`src/rtl/reg_file_mp_if.sv`:
```
// Register-file access bundle: two write ports, two read ports, clear request and status.
interface reg_file_mp_if #(
  parameter int W = 8,
  parameter int D = 3
);
  logic         write_en0;
  logic [D-1:0] waddr0;
  logic [W-1:0] data_in0;
  logic         write_en1;
  logic [D-1:0] waddr1;
  logic [W-1:0] data_in1;
  logic [D-1:0] raddrA;
  logic [D-1:0] raddrB;
  logic [W-1:0] data_outA;
  logic [W-1:0] data_outB;
  logic         clr_req;
  logic         busy;
  logic         wr_conflict;

  modport master (
    output write_en0, waddr0, data_in0,
    output write_en1, waddr1, data_in1,
    output raddrA, raddrB, clr_req,
    input  data_outA, data_outB, busy, wr_conflict
  );

  modport slave (
    input  write_en0, waddr0, data_in0,
    input  write_en1, waddr1, data_in1,
    input  raddrA, raddrB, clr_req,
    output data_outA, data_outB, busy, wr_conflict
  );
endinterface

```
`src/rtl/reg_file_mp.sv`:
```
// 2-write/2-read register file with a clear sweep after reset or on request.
// Reads are combinational (optional write bypass); writes and the sweep land on the CLK edge.
module reg_file_mp #(
  parameter int W        = 8,
  parameter int D        = 3,
  parameter int ZERO_REG = 0,
  parameter int BYPASS   = 1
) (
  input logic          CLK,
  input logic          reset,
  reg_file_mp_if.slave bus
);
  localparam int           DEPTH = 1 << D;
  localparam logic [D-1:0] LAST  = {D{1'b1}};

  typedef enum logic {IDLE = 1'b0, CLEAR = 1'b1} state_t;

  state_t       state, state_d;
  logic [D-1:0] ptr, ptr_d;
  logic         wr_conflict_q, conflict_d;
  logic         we0, we1;
  logic [W-1:0] mem [DEPTH];

  always_comb begin
    state_d    = state;
    ptr_d      = ptr;
    we0        = 1'b0;
    we1        = 1'b0;
    conflict_d = 1'b0;
    if (state == CLEAR) begin
      ptr_d = ptr + 1'b1;
      if (ptr == LAST) state_d = IDLE;
    end else begin
      // Address-0 writes are dropped up front so they can neither land nor raise a conflict.
      we0 = bus.write_en0 && !(ZERO_REG != 0 && bus.waddr0 == '0);
      we1 = bus.write_en1 && !(ZERO_REG != 0 && bus.waddr1 == '0);
      conflict_d = we0 && we1 && (bus.waddr0 == bus.waddr1);
      if (bus.clr_req) begin
        state_d = CLEAR;
        ptr_d   = '0;
      end
    end
  end

  always_ff @(posedge CLK) begin
    if (reset) begin
      state         <= CLEAR;
      ptr           <= '0;
      wr_conflict_q <= 1'b0;
    end else begin
      state         <= state_d;
      ptr           <= ptr_d;
      wr_conflict_q <= conflict_d;
    end
  end

  always_ff @(posedge CLK) begin
    if (reset) begin
      mem[0] <= '0;
    end else if (state == CLEAR) begin
      mem[ptr] <= '0;
    end else begin
      if (we0) mem[bus.waddr0] <= bus.data_in0;
      if (we1) mem[bus.waddr1] <= bus.data_in1;
    end
  end

  function automatic logic [W-1:0] rd(input logic [D-1:0] a);
    logic [W-1:0] v;
    v = mem[a];
    if (BYPASS != 0 && we0 && bus.waddr0 == a) v = bus.data_in0;
    if (BYPASS != 0 && we1 && bus.waddr1 == a) v = bus.data_in1;
    if (state == CLEAR || (ZERO_REG != 0 && a == '0)) v = '0;
    return v;
  endfunction

  always_comb begin
    bus.data_outA = rd(bus.raddrA);
    bus.data_outB = rd(bus.raddrB);
  end

  assign bus.busy        = (state == CLEAR);
  assign bus.wr_conflict = wr_conflict_q;
endmodule

```
`src/flat_wrapper.sv`:
```
// flat-port wrapper written by rule: the top's interface ports become plain ports
module reg_file_mp_flat 
#(
  parameter int W        = 8,
  parameter int D        = 3,
  parameter int ZERO_REG = 0,
  parameter int BYPASS   = 1
)
  (CLK, reset, bus_write_en0, bus_waddr0, bus_data_in0, bus_write_en1, bus_waddr1, bus_data_in1, bus_raddrA, bus_raddrB, bus_clr_req, bus_data_outA, bus_data_outB, bus_busy, bus_wr_conflict);
  reg_file_mp_if #(.W(W), .D(D)) bus_i ();
  input logic CLK;
  input logic reset;
  input wire logic [$bits(bus_i.write_en0)-1:0] bus_write_en0;
  input wire logic [$bits(bus_i.waddr0)-1:0] bus_waddr0;
  input wire logic [$bits(bus_i.data_in0)-1:0] bus_data_in0;
  input wire logic [$bits(bus_i.write_en1)-1:0] bus_write_en1;
  input wire logic [$bits(bus_i.waddr1)-1:0] bus_waddr1;
  input wire logic [$bits(bus_i.data_in1)-1:0] bus_data_in1;
  input wire logic [$bits(bus_i.raddrA)-1:0] bus_raddrA;
  input wire logic [$bits(bus_i.raddrB)-1:0] bus_raddrB;
  input wire logic [$bits(bus_i.clr_req)-1:0] bus_clr_req;
  output wire logic [$bits(bus_i.data_outA)-1:0] bus_data_outA;
  output wire logic [$bits(bus_i.data_outB)-1:0] bus_data_outB;
  output wire logic [$bits(bus_i.busy)-1:0] bus_busy;
  output wire logic [$bits(bus_i.wr_conflict)-1:0] bus_wr_conflict;
  assign bus_i.write_en0 = bus_write_en0;
  assign bus_i.waddr0 = bus_waddr0;
  assign bus_i.data_in0 = bus_data_in0;
  assign bus_i.write_en1 = bus_write_en1;
  assign bus_i.waddr1 = bus_waddr1;
  assign bus_i.data_in1 = bus_data_in1;
  assign bus_i.raddrA = bus_raddrA;
  assign bus_i.raddrB = bus_raddrB;
  assign bus_i.clr_req = bus_clr_req;
  assign bus_data_outA = bus_i.data_outA;
  assign bus_data_outB = bus_i.data_outB;
  assign bus_busy = bus_i.busy;
  assign bus_wr_conflict = bus_i.wr_conflict;
  reg_file_mp #(.W(W), .D(D), .ZERO_REG(ZERO_REG), .BYPASS(BYPASS)) u_core (.CLK(CLK), .reset(reset), .bus(bus_i));
endmodule
```
`config.mk`:
```
export PLATFORM = sky130hd
export DESIGN_NAME = reg_file_mp_flat
export DESIGN_NICKNAME = d
export VERILOG_FILES = /design/src/rtl/reg_file_mp_if.sv /design/src/rtl/reg_file_mp.sv /design/src/flat_wrapper.sv
export SDC_FILE = /design/constraint.sdc
export NUM_CORES = 1
export LEC_CHECK = 0
export ABC_AREA = 1
export CAP_MARGIN = 40
export CORE_AREA = 4 4 100 102
export CTS_BUF_LIST = sky130_fd_sc_hd__clkbuf_4 sky130_fd_sc_hd__clkbuf_8
export DETAILED_ROUTE_END_ITERATION = 16
export DIE_AREA = 0 0 104 106
export GPL_ROUTABILITY_DRIVEN = 0
export PLACE_DENSITY = 0.85
export SLEW_MARGIN = 30
export SYNTH_ARGS = -nofsm -noshare
export SYNTH_HDL_FRONTEND = slang
export SYNTH_SLANG_ARGS = --single-unit
export TNS_END_PERCENT = 100
```
`constraint.sdc`:
```
create_clock -name CLK -period 6.4 [get_ports CLK]
set_input_delay 0.64 -clock CLK [delete_from_list [all_inputs] [get_ports CLK]]
set_output_delay 0.64 -clock CLK [all_outputs]
set_load 0.01 [all_outputs]
```
After elaboration in Yosys (flattened, before gate mapping)
Memories as Yosys holds them, arrays and structs flattened.
Cells that the tools add are included.
- bits in writable memories: 64
- output and inout port bits: 18
- memories kept: 1
- bits in registers: 5
- reductions and logical operators: 10
- multiplexer cells: 32
- equality and inequality tests: 6
- add/subtract/negate cells: 1
- memory list (memory ; words ; bits a word ; rd ports ; clocked after memory_dff ; wr ports ; line ; text):
    u_core.mem ; 8 ; 8 ; 2 ; 0 ; 2 ; reg_file_mp.sv:22 ; logic [W-1:0] mem [DEPTH];
- operators by type and width (cell ; number):
    8-bit 2-to-1 mux ; 8
    1-bit 2-to-1 mux ; 20
    8-bit OR reduction ; 2
    3-bit == test ; 5
    3-bit 2-to-1 mux ; 4
    1-bit logical AND ; 6
    3-bit by 1-bit adder with 3-bit output, second input constant ; 1
    3-bit == test, second input constant ; 1
    2-bit nonzero test ; 1
    2-bit OR reduction ; 1

Logic depth before layout (Yosys ltp)
- word-level depth: 7
- mapped depth: 9
- depth with buffers taken out: 8

Least setup slack after synthesis
No wires, ideal clock.
- path type: input port to flip-flop
- start: in reset
- end: mem u_core.mem[3][0], enable pin
- data arrival time: 1.960 ns
- required time: 6.016 ns
- library setup time: 0.384 ns
- buffers on the path: 1
- slack: 4.056 ns
- cell stages on the path: 6
- path through: nor2_1 nand2_1 buf_2 o2bb2ai_1 inv_1 o21ai_0
- RTL lines (element ; line ; text):
    start, declared ; flat_wrapper.sv:12 ; input logic reset;
    end, declared ; reg_file_mp.sv:22 ;

Worst setup path after layout
- start: in bus_raddrA[1]
- end: out bus_data_outA[7]
- cells in the longest elaborated chain, start to end: 5
- RTL lines (element ; line ; text):
    start, declared ; flat_wrapper.sv:19 ; input wire logic [$bits(bus_i.raddrA)-1:0] bus_raddrA;
    parallel branches: the longest is 3 deep, another holds memory read 8 x 8 bit ; - ;
    8-bit 2-to-1 mux (*) ; reg_file_mp.sv:72 ; if (BYPASS != 0 && we1 && bus.waddr1 == a) v = bus.data_in1;
    8-bit 2-to-1 mux (*) ; reg_file_mp.sv:73 ; if (state == CLEAR || (ZERO_REG != 0 && a == '0)) v = '0;
    end, declared ; flat_wrapper.sv:22 ; output wire logic [$bits(bus_i.data_outA)-1:0] bus_data_outA;
Every way passes the cells marked *.

==> results <==
- During synthesis, Yosys emitted a total of 0 warnings.
- Once detailed placement completed, the half-perimeter wirelength came to 11,800 µm.
- The number of antenna violations at the first check in global routing is 0.
- The worst setup path startpoint is bus_raddrA[1].
- The worst reg2reg path depth is 6.
- The count of cell types in the netlist is 30.
- The detailed router placed 5,439 vias in this run.
- The final setup skew is 0.0101 ns.
- At the end of the flow the core is filled with cells to 62.0%.
- The die extent in x is 104 µm.
- The routed length per instance is 18.3 µm.
- The count of endpoints failing setup in the final report is 0.
- The launching point of the worst reg2reg path is u_core.bus.busy$_SDFF_PP1_.
- The worst register-to-register path ends at u_core.mem[4][1]$_DFFE_PP_.
- The power density over the cells is 175 mW/mm².
- Synthesis produced a netlist with a net count of 761.
- Timing analysis after detailed placement gives a worst setup slack of 2.17 ns.
- The post-CTS setup buffer count is 0.
- The number of nets with antenna violations after routing is 0.
- For the worst setup path, the data required time is 5.76 ns.
- The type of element launching the critical path is an input pin.
- The overall track demand over capacity in global routing is 28.9%.
- The first global-routing pass estimated 25,300 µm of wire.
- After floorplanning, the core was sized to cover 0.00911 mm².
- The setup TNS is 0 ns.
- The kind of critical path is input pin to output port.
- Across all register-to-register paths, the minimum setup slack is 4.09 ns.
- The initialized floorplan defines 35 standard-cell rows.
- Setup repair after global routing left no endpoint under its margin.
- The total area of multi-input combinational cells is 0.00253 mm².
- The slack of the critical path is 2.01 ns.
- Global routing finished with a remaining overflow of 0.
- Counting flops and latches in the post-synthesis netlist gives 69.
- The tightest min-delay check is of the flop to flop type.
- The total wire length after detailed routing is 16,000 µm.
- The worst-case headroom to the max-slew limit is 38.9%.
- The total placed cells including tap cells is 861.
- The share of the clock period used by the worst path is 68.5%.
- Across the VDD grid, the largest voltage drop is 0.0991 mV.
- The final-report hold violation count is 0.
- The tool flagged a number of max-cap violations equal to 0.
- Entering global routing, the biggest net connects 37 pins.
- Dividing the detail-routed via count by the number of cells gives 6.19.
- TritonCTS built the clock tree.
- The count of placed standard cells in the final layout, fillers left out is 878.
- STA classifies the critical path endpoint as an output port.
- Clock latency on the worst-skew pair, taken at its later pin, is 0.35 ns.
- Averaged over all synthesized cells, the footprint is 6.76 µm².
- The final layout contains 797 nets.
- For this run, the top clock speed supported by timing is 228 MHz.
- The measured slew at the worst slew-check pin is 0.914 ns.
- The number of antenna diodes in the final layout is 0.
- The capture point of the critical path is bus_data_outA[7].
- The boundary pin count is 51.
- Post-CTS repair changed the size of 0 cells.
- During placement, the flow inserted port buffers numbering 50.
- The time the worst path needs with I/O delays and setup is 4.39 ns.
- The number of hold buffers added after CTS was 0.
- The number of clock sinks is 69.
- The cell count after synthesis came out at 726.
- The max-slew violation count came to 0.
- The worst hold path begins at u_core.ptr[1]$_SDFFE_PP0P_.
- Sequential cells were found to cover 41.2% of the synthesized design area.
- Compared with the post-synthesis result, the final layout area differs by 15.1%.
- The cell area after synthesis is 0.00491 mm².
- The standby leakage power is 0.00224 µW.
- The initial standard-cell utilization of the core is 53.9%.
- The H-tree was split into 3 levels.
- The maximum root-to-sink buffer count is 2.
- The maximum fanout count along the critical path is 19.
- The detailed router finished its first iteration with 823 violations.
- The total chip power is 989 µW.
- The filler cell count in the final layout is 791.
- The number of global-route vias before repair is 5,137.
- The root buffer cell is sky130_fd_sc_hd__clkbuf_8.
- The share of cells above drive strength 1 is 5.48%.
- The post-detailed-route DRC marker count is 0.
- In this run, CTS created clock tree buffers numbering 9.
- The die covers 0.0110 mm².
- In this run the vertical extent of the chip is 106 µm.
- The area occupied by registers is 0.00202 mm².
- At the worst endpoint, the arrival time is 3.75 ns.
- The clock slew seen by the registers of the worst setup and hold paths is 0.08 ns.
- The run finished with clean final reports.
- For this run, the detailed router's first-pass iteration total came to 6.
through the flow:
step                      area (µm²)  hold WS [ns]
after floorplan                 4910         0.454
after global placement          5450         0.482
after detailed placement        5460         0.492
after CTS                       5640         0.509
after global routing            5650         0.536
final                           5650         0.510
report_power, final:
part	switching (µW)	internal [µW]	total [µW]	leakage (µW)
combinational	103	47.9	150	0.00144
sequential	6.65	499	506	0.000717
clock	188	145	333	0.0000829
placed cells by master, fill, tap and decap left out, types with 2 or more instances in the layout:
master / instances
sky130_fd_sc_hd__o21ai_1: 3
sky130_fd_sc_hd__nand2_2: 2
sky130_fd_sc_hd__inv_6: 3
sky130_fd_sc_hd__a21oi_1: 18
sky130_fd_sc_hd__nand2_1: 301
sky130_fd_sc_hd__xor2_1: 4
sky130_fd_sc_hd__nor2_1: 20
sky130_fd_sc_hd__inv_2: 4
sky130_fd_sc_hd__nand3_1: 128
sky130_fd_sc_hd__dfxtp_1: 5
sky130_fd_sc_hd__inv_1: 49
sky130_fd_sc_hd__edfxtp_1: 64
sky130_fd_sc_hd__clkbuf_8: 9
sky130_fd_sc_hd__clkinvlp_4: 3
sky130_fd_sc_hd__ha_1: 2
sky130_fd_sc_hd__o22ai_1: 3
sky130_fd_sc_hd__clkinv_1: 2
sky130_fd_sc_hd__nor2_2: 7
sky130_fd_sc_hd__clkdlybuf4s50_1: 50
sky130_fd_sc_hd__o21ai_0: 71
sky130_fd_sc_hd__buf_4: 7
flip-flops by register name, summed over array words and instances (netlist names):
register,cells
u_core.bus.wr_conflict,1
u_core.bus.busy,1
u_core.mem,64
u_core.ptr,3
Yosys cell counts:
master / number / area, µm²
sky130_fd_sc_hd__nand2_1: 301 / 1130
sky130_fd_sc_hd__nand3_1: 128 / 641
sky130_fd_sc_hd__o21ai_0: 72 / 360
sky130_fd_sc_hd__edfxtp_1: 64 / 1920
sky130_fd_sc_hd__inv_1: 49 / 184
sky130_fd_sc_hd__nor2_1: 20 / 75.1
sky130_fd_sc_hd__a21oi_1: 18 / 90.1
sky130_fd_sc_hd__clkbuf_1: 15 / 56.3
sky130_fd_sc_hd__buf_2: 12 / 60.1
sky130_fd_sc_hd__nor2_2: 7 / 43.8
sky130_fd_sc_hd__dfxtp_1: 5 / 100
sky130_fd_sc_hd__inv_2: 4 / 15.0
sky130_fd_sc_hd__xor2_1: 4 / 35.0
sky130_fd_sc_hd__clkbuf_2: 3 / 15.0
sky130_fd_sc_hd__o22ai_1: 3 / 18.8
sky130_fd_sc_hd__buf_1: 2 / 7.51
sky130_fd_sc_hd__buf_4: 2 / 15.0
sky130_fd_sc_hd__clkinv_1: 2 / 7.51
sky130_fd_sc_hd__ha_1: 2 / 25.0
sky130_fd_sc_hd__nand2_2: 2 / 12.5
sky130_fd_sc_hd__o21ai_1: 2 / 10.0
sky130_fd_sc_hd__nand2_4: 1 / 11.3
sky130_fd_sc_hd__nand3_2: 1 / 10.0
sky130_fd_sc_hd__nand4_1: 1 / 6.26
sky130_fd_sc_hd__nor2_4: 1 / 11.3
sky130_fd_sc_hd__nor3_1: 1 / 5.00
sky130_fd_sc_hd__nor3_4: 1 / 16.3
sky130_fd_sc_hd__o2111ai_1: 1 / 8.76
sky130_fd_sc_hd__o2bb2ai_1: 1 / 8.76
sky130_fd_sc_hd__xnor2_1: 1 / 8.76
cell type report:
type,count,share of cell area [%]
Clock buffer,9,2.19
Inverter,55,3.65
Clock inverter,7,1.02
Multi-Input combinational cell,568,44.7
Tap cell,111,2.46
Sequential cell,69,35.8
Timing Repair Buffer,59,10.2
layer usage:
layer | vias up | share of wire [%] | global-route usage, % | wire length (µm)
met5 | - | 0 | 0 | 0
li1 | 2475 | - | - | -
met1 | 2453 | 36 | 35.1 | 5780
met4 | 0 | 5.2 | 15.5 | 826
met3 | 91 | 12 | 6.50 | 1950
met2 | 420 | 47 | 47.9 | 7470
how the worst min path moves through the flow:
stage                                 end  slack [ns]  cells past startpoint
4_1_cts        u_core.ptr[0]$_SDFFE_PP0P_        0.51                      1
3_3_place_gp   u_core.ptr[0]$_SDFFE_PP0P_        0.48                      1
2_1_floorplan  u_core.ptr[0]$_SDFFE_PP0P_        0.45                      1
5_1_grt        u_core.ptr[0]$_SDFFE_PP0P_        0.54                      1
3_5_place_dp   u_core.ptr[0]$_SDFFE_PP0P_        0.49                      1
6_report       u_core.ptr[1]$_SDFFE_PP0P_        0.51                      2
logic make-up (layout without fill, tap and decap cells):
kind of cell / after synthesis / after routing / share of synthesized area (%)
and+or+nand+nor: 464 / 464 / 40.0
AOI/OAI and AO/OA: 97 / 97 / 10.1
buffers and inverters: 89 / 130 / 7.34
DFF: 69 / 69 / 41.2
xor gates and xnor gates: 5 / 5 / 0.892
adders and majority gates: 2 / 2 / 0.510
critical path, cell delays in order:
cell and delay (ns):
sky130_fd_sc_hd__clkdlybuf4s50_1 1.07, sky130_fd_sc_hd__inv_2 0.39, sky130_fd_sc_hd__nand2_1 0.14, sky130_fd_sc_hd__o21ai_0 0.12, sky130_fd_sc_hd__nor2_2 0.30, sky130_fd_sc_hd__nand2_2 0.19
sky130_fd_sc_hd__nand2_1 0.11, sky130_fd_sc_hd__inv_1 0.04, sky130_fd_sc_hd__a21oi_1 0.15, sky130_fd_sc_hd__clkdlybuf4s50_1 0.59
No activity file was read; power rests on OpenSTA's default activity.
